File: src/rtl/xtea_encoder.sv
// XTEA block encoder, two independent 64-bit lanes sharing one 128-bit key.
// Latency: 2*ROUNDS cycles from the capture edge to done/data_out (64 at default).
// No backpressure: enable is honoured only in IDLE and ignored while busy.
module xtea_encoder #(
    parameter int unsigned ROUNDS = 32,
    parameter logic [31:0] DELTA  = 32'h9E3779B9
) (
    input  logic         clk_i,
    input  logic         rst_ni,
    input  logic         enable_i,
    input  logic [127:0] data_in_i,
    input  logic [127:0] key_in_i,
    output logic [127:0] data_out_o,
    output logic         done_o,
    output logic         busy_o
);

    typedef enum logic [1:0] {
        IDLE  = 2'd0,
        RUN_Y = 2'd1,
        RUN_Z = 2'd2
    } state_e;

    // The round counter is 8 bits wide, which covers ROUNDS up to 255.
    localparam logic [7:0] LAST_ROUND = 8'(ROUNDS - 1);

    state_e        state_q, state_d;
    logic [31:0]   y0_q, z0_q, y1_q, z1_q;
    logic [31:0]   y0_d, z0_d, y1_d, z1_d;
    logic [127:0]  key_q, key_d;
    logic [31:0]   sum_q, sum_d;
    logic [7:0]    round_q, round_d;
    logic [127:0]  data_out_q, data_out_d;
    logic          done_q, done_d;
    logic          busy_q, busy_d;

    logic          last_round;
    logic [31:0]   key_y, key_z;
    logic [31:0]   y0_new, y1_new, z0_new, z1_new;

    // Select key word n from the captured key.
    function automatic logic [31:0] key_word(input logic [127:0] k, input logic [1:0] idx);
        logic [31:0] w;
        case (idx)
            2'd0:    w = k[31:0];
            2'd1:    w = k[63:32];
            2'd2:    w = k[95:64];
            default: w = k[127:96];
        endcase
        return w;
    endfunction

    // Feistel mixing term ((v<<4) ^ (v>>5)) + v, logical shifts, mod 2^32.
    function automatic logic [31:0] mix(input logic [31:0] v);
        return ((v << 4) ^ (v >> 5)) + v;
    endfunction

    assign last_round = (round_q == LAST_ROUND);
    assign key_y      = key_word(key_q, sum_q[1:0]);
    // In RUN_Z, sum_q already holds the value advanced during RUN_Y.
    assign key_z      = key_word(key_q, sum_q[12:11]);
    assign y0_new     = y0_q + (mix(z0_q) ^ (sum_q + key_y));
    assign y1_new     = y1_q + (mix(z1_q) ^ (sum_q + key_y));
    assign z0_new     = z0_q + (mix(y0_q) ^ (sum_q + key_z));
    assign z1_new     = z1_q + (mix(y1_q) ^ (sum_q + key_z));

    // State register.
    always_ff @(posedge clk_i or negedge rst_ni) begin
        if (!rst_ni) begin
            state_q <= IDLE;
        end else begin
            state_q <= state_d;
        end
    end

    // Next-state logic: one half-round per clock, alternating y and z.
    always_comb begin
        state_d = state_q;
        case (state_q)
            IDLE:    if (enable_i) state_d = RUN_Y;
            RUN_Y:   state_d = RUN_Z;
            RUN_Z:   state_d = last_round ? IDLE : RUN_Y;
            default: state_d = IDLE;
        endcase
    end

    // Datapath next values: capture in IDLE, y half-round, then z half-round.
    always_comb begin
        y0_d       = y0_q;
        z0_d       = z0_q;
        y1_d       = y1_q;
        z1_d       = z1_q;
        key_d      = key_q;
        sum_d      = sum_q;
        round_d    = round_q;
        data_out_d = data_out_q;
        done_d     = 1'b0;
        busy_d     = busy_q;
        case (state_q)
            IDLE: begin
                if (enable_i) begin
                    y0_d    = data_in_i[31:0];
                    z0_d    = data_in_i[63:32];
                    y1_d    = data_in_i[95:64];
                    z1_d    = data_in_i[127:96];
                    key_d   = key_in_i;
                    sum_d   = 32'd0;
                    round_d = 8'd0;
                    busy_d  = 1'b1;
                end
            end
            RUN_Y: begin
                y0_d  = y0_new;
                y1_d  = y1_new;
                sum_d = sum_q + DELTA;
            end
            RUN_Z: begin
                z0_d    = z0_new;
                z1_d    = z1_new;
                round_d = round_q + 8'd1;
                if (last_round) begin
                    data_out_d = {z1_new, y1_q, z0_new, y0_q};
                    done_d     = 1'b1;
                    busy_d     = 1'b0;
                end
            end
            default: ;
        endcase
    end

    // Datapath and registered-output flops; reset clears everything, aborting any run.
    always_ff @(posedge clk_i or negedge rst_ni) begin
        if (!rst_ni) begin
            y0_q       <= '0;
            z0_q       <= '0;
            y1_q       <= '0;
            z1_q       <= '0;
            key_q      <= '0;
            sum_q      <= '0;
            round_q    <= '0;
            data_out_q <= '0;
            done_q     <= 1'b0;
            busy_q     <= 1'b0;
        end else begin
            y0_q       <= y0_d;
            z0_q       <= z0_d;
            y1_q       <= y1_d;
            z1_q       <= z1_d;
            key_q      <= key_d;
            sum_q      <= sum_d;
            round_q    <= round_d;
            data_out_q <= data_out_d;
            done_q     <= done_d;
            busy_q     <= busy_d;
        end
    end

    // Outputs come straight from flops.
    always_comb begin
        data_out_o = data_out_q;
        done_o     = done_q;
        busy_o     = busy_q;
    end

endmodule

File: config.mk
export PLATFORM = sky130hd
export DESIGN_NAME = xtea_encoder
export DESIGN_NICKNAME = d
export VERILOG_FILES = /design/src/rtl/xtea_encoder.sv
export SDC_FILE = /design/constraint.sdc
export NUM_CORES = 2
export LEC_CHECK = 0
export BUFFER_PORTS_ARGS = -buffer_cell sky130_fd_sc_hd__buf_2
export CORE_MARGIN = 4
export CORE_UTILIZATION = 40
export CTS_BUF_LIST = sky130_fd_sc_hd__clkbuf_4
export CTS_CLUSTER_SIZE = 40
export DETAILED_ROUTE_END_ITERATION = 10
export GPL_ROUTABILITY_DRIVEN = 0
export PLACE_DENSITY_LB_ADDON = 0.08
export REMOVE_ABC_BUFFERS = 1
export SLEW_MARGIN = 20
export SYNTH_ARGS = -nofsm -noshare
export SYNTH_HDL_FRONTEND = slang
export SYNTH_SLANG_ARGS = --single-unit
File: constraint.sdc
create_clock -name clk_i -period 8 [get_ports clk_i]
set_input_delay 0.8 -clock clk_i [delete_from_list [all_inputs] [get_ports clk_i]]
set_output_delay 0.8 -clock clk_i [all_outputs]
set_load 0.05 [all_outputs]
======== Word-level counts from Yosys, hierarchy flattened ========
Index checks and enable logic that the tools add are counted.
word-level totals
  logic and storage cells ................. 72
  bits in registers ....................... 428
  bits in writable memories ............... 0
  latch bits .............................. 0
  memories kept ........................... 0
  output and inout bits ................... 130
  ROM bits ................................ 0
  input bits .............................. 259
cells by class
  magnitude comparators ................... 0
  multipliers ............................. 0
  muxes and demuxes ....................... 22
  shift operators ......................... 0
  bitwise operators ....................... 8
  div/mod/pow operators ................... 0
  add/subtract/negate cells ............... 12
  reductions and logical operators ........ 10
  equality and inequality tests ........... 9
operator list
  kind                    count
  $add 32x32->32          10
  $pmux 32 s2             5
  $pmux 32 s3             2
  $mux 32                 5
  $xor 32x27->32          4
  $xor 32x32->32          4
  $add 32x32->32 const B  1
  $pmux 8 s2              1
  $add 8x1->8 const B     1
  $eq 8x5->1 const B      1
  $mux 8                  1
  $reduce_and 2->1        4
  $eq 2x1->1 const B      3
  $eq 2x2->1 const B      3
  $logic_not 2->1         3
  $pmux 2 s3              1
  $mux 1                  5
  $ne 2x2->1 const B      2
  $reduce_bool 2->1       2
  $reduce_and 3->1        1
  $mux 2                  1
  $pmux 1 s2              1

======== Longest topological paths before layout ========
  word-level depth ........................ 6
  depth in mapped cells ................... 31
  mapped depth without buffers ............ 30

======== Worst setup path before layout ========
Ideal clock, no wire load.
  path type ............................... reg-to-reg
  from .................................... reg sum_q[11]
  to ...................................... reg z1_q[29]
  required time ........................... 7.896 ns
  arrival ................................. 6.239 ns
  period minus slack after synthesis ...... 6.343 ns
  library setup time ...................... 0.104 ns
  stages on the path, launching flop included .. 27
  path buffers ............................ 2
  slack ................................... 1.657 ns
  cell sequence ........................... dfrtp_1 > buf_1 > clkbuf_1 > mux4_2 > ha_1 > nor2b_1 > o31a_1 > o2bb2ai_4 > and2b_2 > o21ai_0 > nand2b_1 > a21o_1 > a21oi_1 > xnor2_1 > xnor2_1 > ha_1 > a21oi_1 > o21ai_1 > a221o_1 > a21o_1 > o311a_1 > a31oi_1 > o21ai_1 > a21o_1 > and2_0 > mux2_2 > a221oi_1
on the way
  longest elaborated chain between the ends .. 6
  elaborated cells on any way between the ends .. 8
  classes of those cells .................. add/sub (2); eq/ne (2); mux (2); bitwise (1); reduce/logical (1)
ends and longest elaborated chain
  item                                      line  source
  from (decl)                               31    logic [31:0] sum_q, sum_d;
  from (signal assigned)                    150   sum_q <= sum_d;
  $eq 2x2->1, or another cell as far along  44    case (idx)
  $pmux 32 s3                               44
  $add 32x32->32 (*)                        65    assign z1_new = z1_q + (mix(y1_q) ^ (sum_q + key_z));
  $xor 32x32->32 (*)                        65
  $add 32x32->32 (*)                        65
  $pmux 32 s2 (*)                           99    case (state_q)
  to (signal assigned)                      148   z1_q <= z1_d;
  to (decl)                                 28    logic [31:0] y0_q, z0_q, y1_q, z1_q;
Every way passes the cells marked *; elsewhere a longest branch is shown, timed or not.
A chain may end at the register's enable or synchronous reset.

======== Worst setup path in the final report ========
  from .................................... reg sum_q[1]
  to ...................................... reg y0_q[31]
on the way
  longest elaborated chain between the ends .. 6
  elaborated cells on any way between the ends .. 8
  classes of those cells .................. add/sub (2); eq/ne (2); mux (2); bitwise (1); reduce/logical (1)
ends and longest elaborated chain
  item                                      line  source
  $eq 2x2->1, or another cell as far along  44
  $pmux 32 s3                               44
  $add 32x32->32 (*)                        62    assign y0_new = y0_q + (mix(z0_q) ^ (sum_q + key_y));
  $xor 32x32->32 (*)                        62
  $add 32x32->32 (*)                        62
  $pmux 32 s2 (*)                           99
  to (signal assigned)                      145   y0_q <= y0_d;
  to (decl)                                 28
Marks and branches as above.

==> flow_summary.yaml <==
status:
  outcome: "completed"
place:
  io_buffers: 388
  dp_cells: 5655
  place_hpwl_um: 98300
job:
  max_cap_viol_count: 0
grt:
  grt_pass1_wl_um: 197000
  overflow: 0
  grt_max_degree: 194
  grt_pass1_vias: 33894
  track_usage: 0.269
  antenna_found_initial: 2
worst_setup_path:
  required_ns: 8.87
  path_delay_family: "compound AO/OA/AOI/OAI gates"
  crit_start: "sum_q[1]"
  path_common_cell: "xnor2_1"
  r2r_start: "sum_q[1]"
  critPathLaunchType: "flip-flop"
  crit_path_top_delay_cell: "o31ai_1"
  r2r_cells: 28
  setup.worst_path.end: "y0_q[31]"
  critPathMaxStageDelay_ns: 0.71
  critPathMaxFanout: 14
  cp.depth: 28
  end_kind: "flip-flop"
  r2r-end: "y0_q[31]"
  criticalPathCategory: "flip-flop to flip-flop"
  arrival_ns: 8.14
  r2r_slack_ns: 0.73
  crit_buf_inv: 3
sta:
  setup_viol: 0
  fin_tns_setup_ns: 0
  min_period_ns: 7.27
  worst_pin_slew_ns: 1.01
  hold_viol: 0
  period_share: 0.909
  fin_skew_ns: 0.0786
  relSlewSlack: 0.309
  rsz0062_at_grt: "no"
  max_freq_mhz: 138
  holdWs_ns: 0.0982
  drv_slew: 0
clock_network:
  cts.sinks: 428
  ctsHoldBuffers: 185
  clk_path_buf_depth: 3
  cts_resized: 0
  numCtsBuffers: 134
  cts_tree: "yes"
  h-tree-depth: 4
  clock_latency_ns: 1.07
  post-cts-setup-buffer-count: 0
  root_buffer: "clkbuf_4"
  cts.clk_slew.worst_paths_ns: 0.07
route:
  wl_per_cell_um: 21.1
  firstDrtPassIters: 9
  vias: 33609
  routed_via_density: 5.53
  drc_errors: 0
  wirelength_um: 128000
  ant_nets: 0
  drt_iter0_drc: 2695
layout:
  layout-drive-gt1-share: 0.144
  fillers: 8787
  final_common_cell: "nand2_1"
  final_cells: 6080
  finalNetCount: 5425
  final_core_util: 0.483
  final_cell_mix: "nand2_1 (890), dfrtp_1 (426), buf_2 (387), ha_1 (335), a21oi_1 (307)"
  syn_to_final_growth_pct: 19.0
floorplanning:
  fp.dieW_um: 306
  fp.dieH_um: 306
  start_util: 0.406
  std_cell_rows: 108
  core_mm2: 0.0873
  ioPinCount: 389
  dieArea_mm2: 0.0933
yosys:
  synth_cell_types: 92
  synthCells: 4227
  yosys_warnings: 0
  ys_seq_elements: 428
  synth_edf_count: 0
  syn_area_per_cell_um2: 8.38
  synth_ff_type: "dfrtp_1"
  synth_area_mm2: 0.0354
  synth_seq_area_share: 0.303
  synthArstFlopShare: 1.00
min_path:
  hp-class: "primary input to flip-flop"
[synthesized netlist by cell type (34+ instances only)]
cell      instances  area [µm²]
ha_1            335        4190
a21o_1          137        1030
nor2b_1          41         257
nand3_1          65         325
nand2_1         894        3360
a22oi_1          55         413
a21oi_1         307        1540
inv_1            85         319
a31oi_1          34         213
nor2_1          244         916
xnor2_1         278        2430
dfrtp_1         428       10700
nor3_1           45         225
clkbuf_1        127         477
xor2_1          219        1920
o22a_1           47         412
nand2b_1         46         288
o21ai_0         234        1170
o22ai_1          61         382
[registers in the layout (all words and copies together), names as in the netlist]
| signal | cells |
|---|---|
| data_out_o | 128 |
| key_q | 128 |
| sum_q | 32 |
| y0_q | 32 |
| y1_q | 32 |
| z0_q | 32 |
| z1_q | 32 |
| round_q | 8 |
| state_q | 2 |
| busy_o | 1 |
| done_o | 1 |
[metal layers]
metal  global-route usage  vias up  share of wire
li1                     -    16392              -
met1                0.361    15992           0.45
met2                0.446     1024           0.46
met3               0.0451      201          0.056
met4               0.0819        0          0.027
met5                    0        -              0
[final cells by class]
cell class | instances | area (µm²) | area share
clock inverters | 37 | 220 | 0.00523
inverters | 89 | 335 | 0.00796
repair buffers | 605 | 4080 | 0.0969
multi-input cells | 3563 | 23900 | 0.566
flip-flops and latches | 428 | 10700 | 0.254
well taps | 1155 | 1450 | 0.0343
diodes | 8 | 20.0 | 0.000475
clock buffers | 195 | 1460 | 0.0347
[how the worst min path moves through the flow]
stage | startpoint | end | slack, ns | cells after the start
2_1_floorplan | round_q[7] | round_q[7] | 0.45 | 1
3_3_place_gp | data_out_o[57] | data_out_o[57] | 0.45 | 2
3_5_place_dp | data_out_o[52] | data_out_o[52] | 0.45 | 2
4_1_cts | data_in_i[72] | y1_q[8] | 0.0007 | 3
5_1_grt | data_in_i[72] | y1_q[8] | 0.03 | 3
6_report | data_in_i[38] | z0_q[6] | 0.1 | 3
[worst reg2reg max path: cells and delay by family, from the launching register on]
kind | cells | cell delay, ns
compound gates | 13 | 3.01
fa+ha+maj | 4 | 1.57
buf+inv | 3 | 0.38
flops | 1 | 0.46
simple gates | 2 | 0.56
xor+xnor | 6 | 1.15
[logic make-up (layout without fill, tap and decap cells)]
kind of cell,count (synthesis),count (layout),synth area share
compound gates,1195,1195,0.221
xor+xnor,501,501,0.125
fa+ha+maj,345,345,0.124
buf+inv,236,926,0.0251
flops,428,428,0.303
mux,43,43,0.0236
other cells,0,8,0
simple gates,1479,1479,0.179
[through the flow]
step	setup WS, ns	instance area (µm²)
after global placement	0.915	38600
final	0.732	42100
after floorplan	-5.35	34800
after CTS	0.732	42100
after global routing	0.192	42100
after detailed placement	0.789	38600
Power is not shown: default switching activity piles up to over one toggle a cycle in this logic, so the estimate is an artifact.
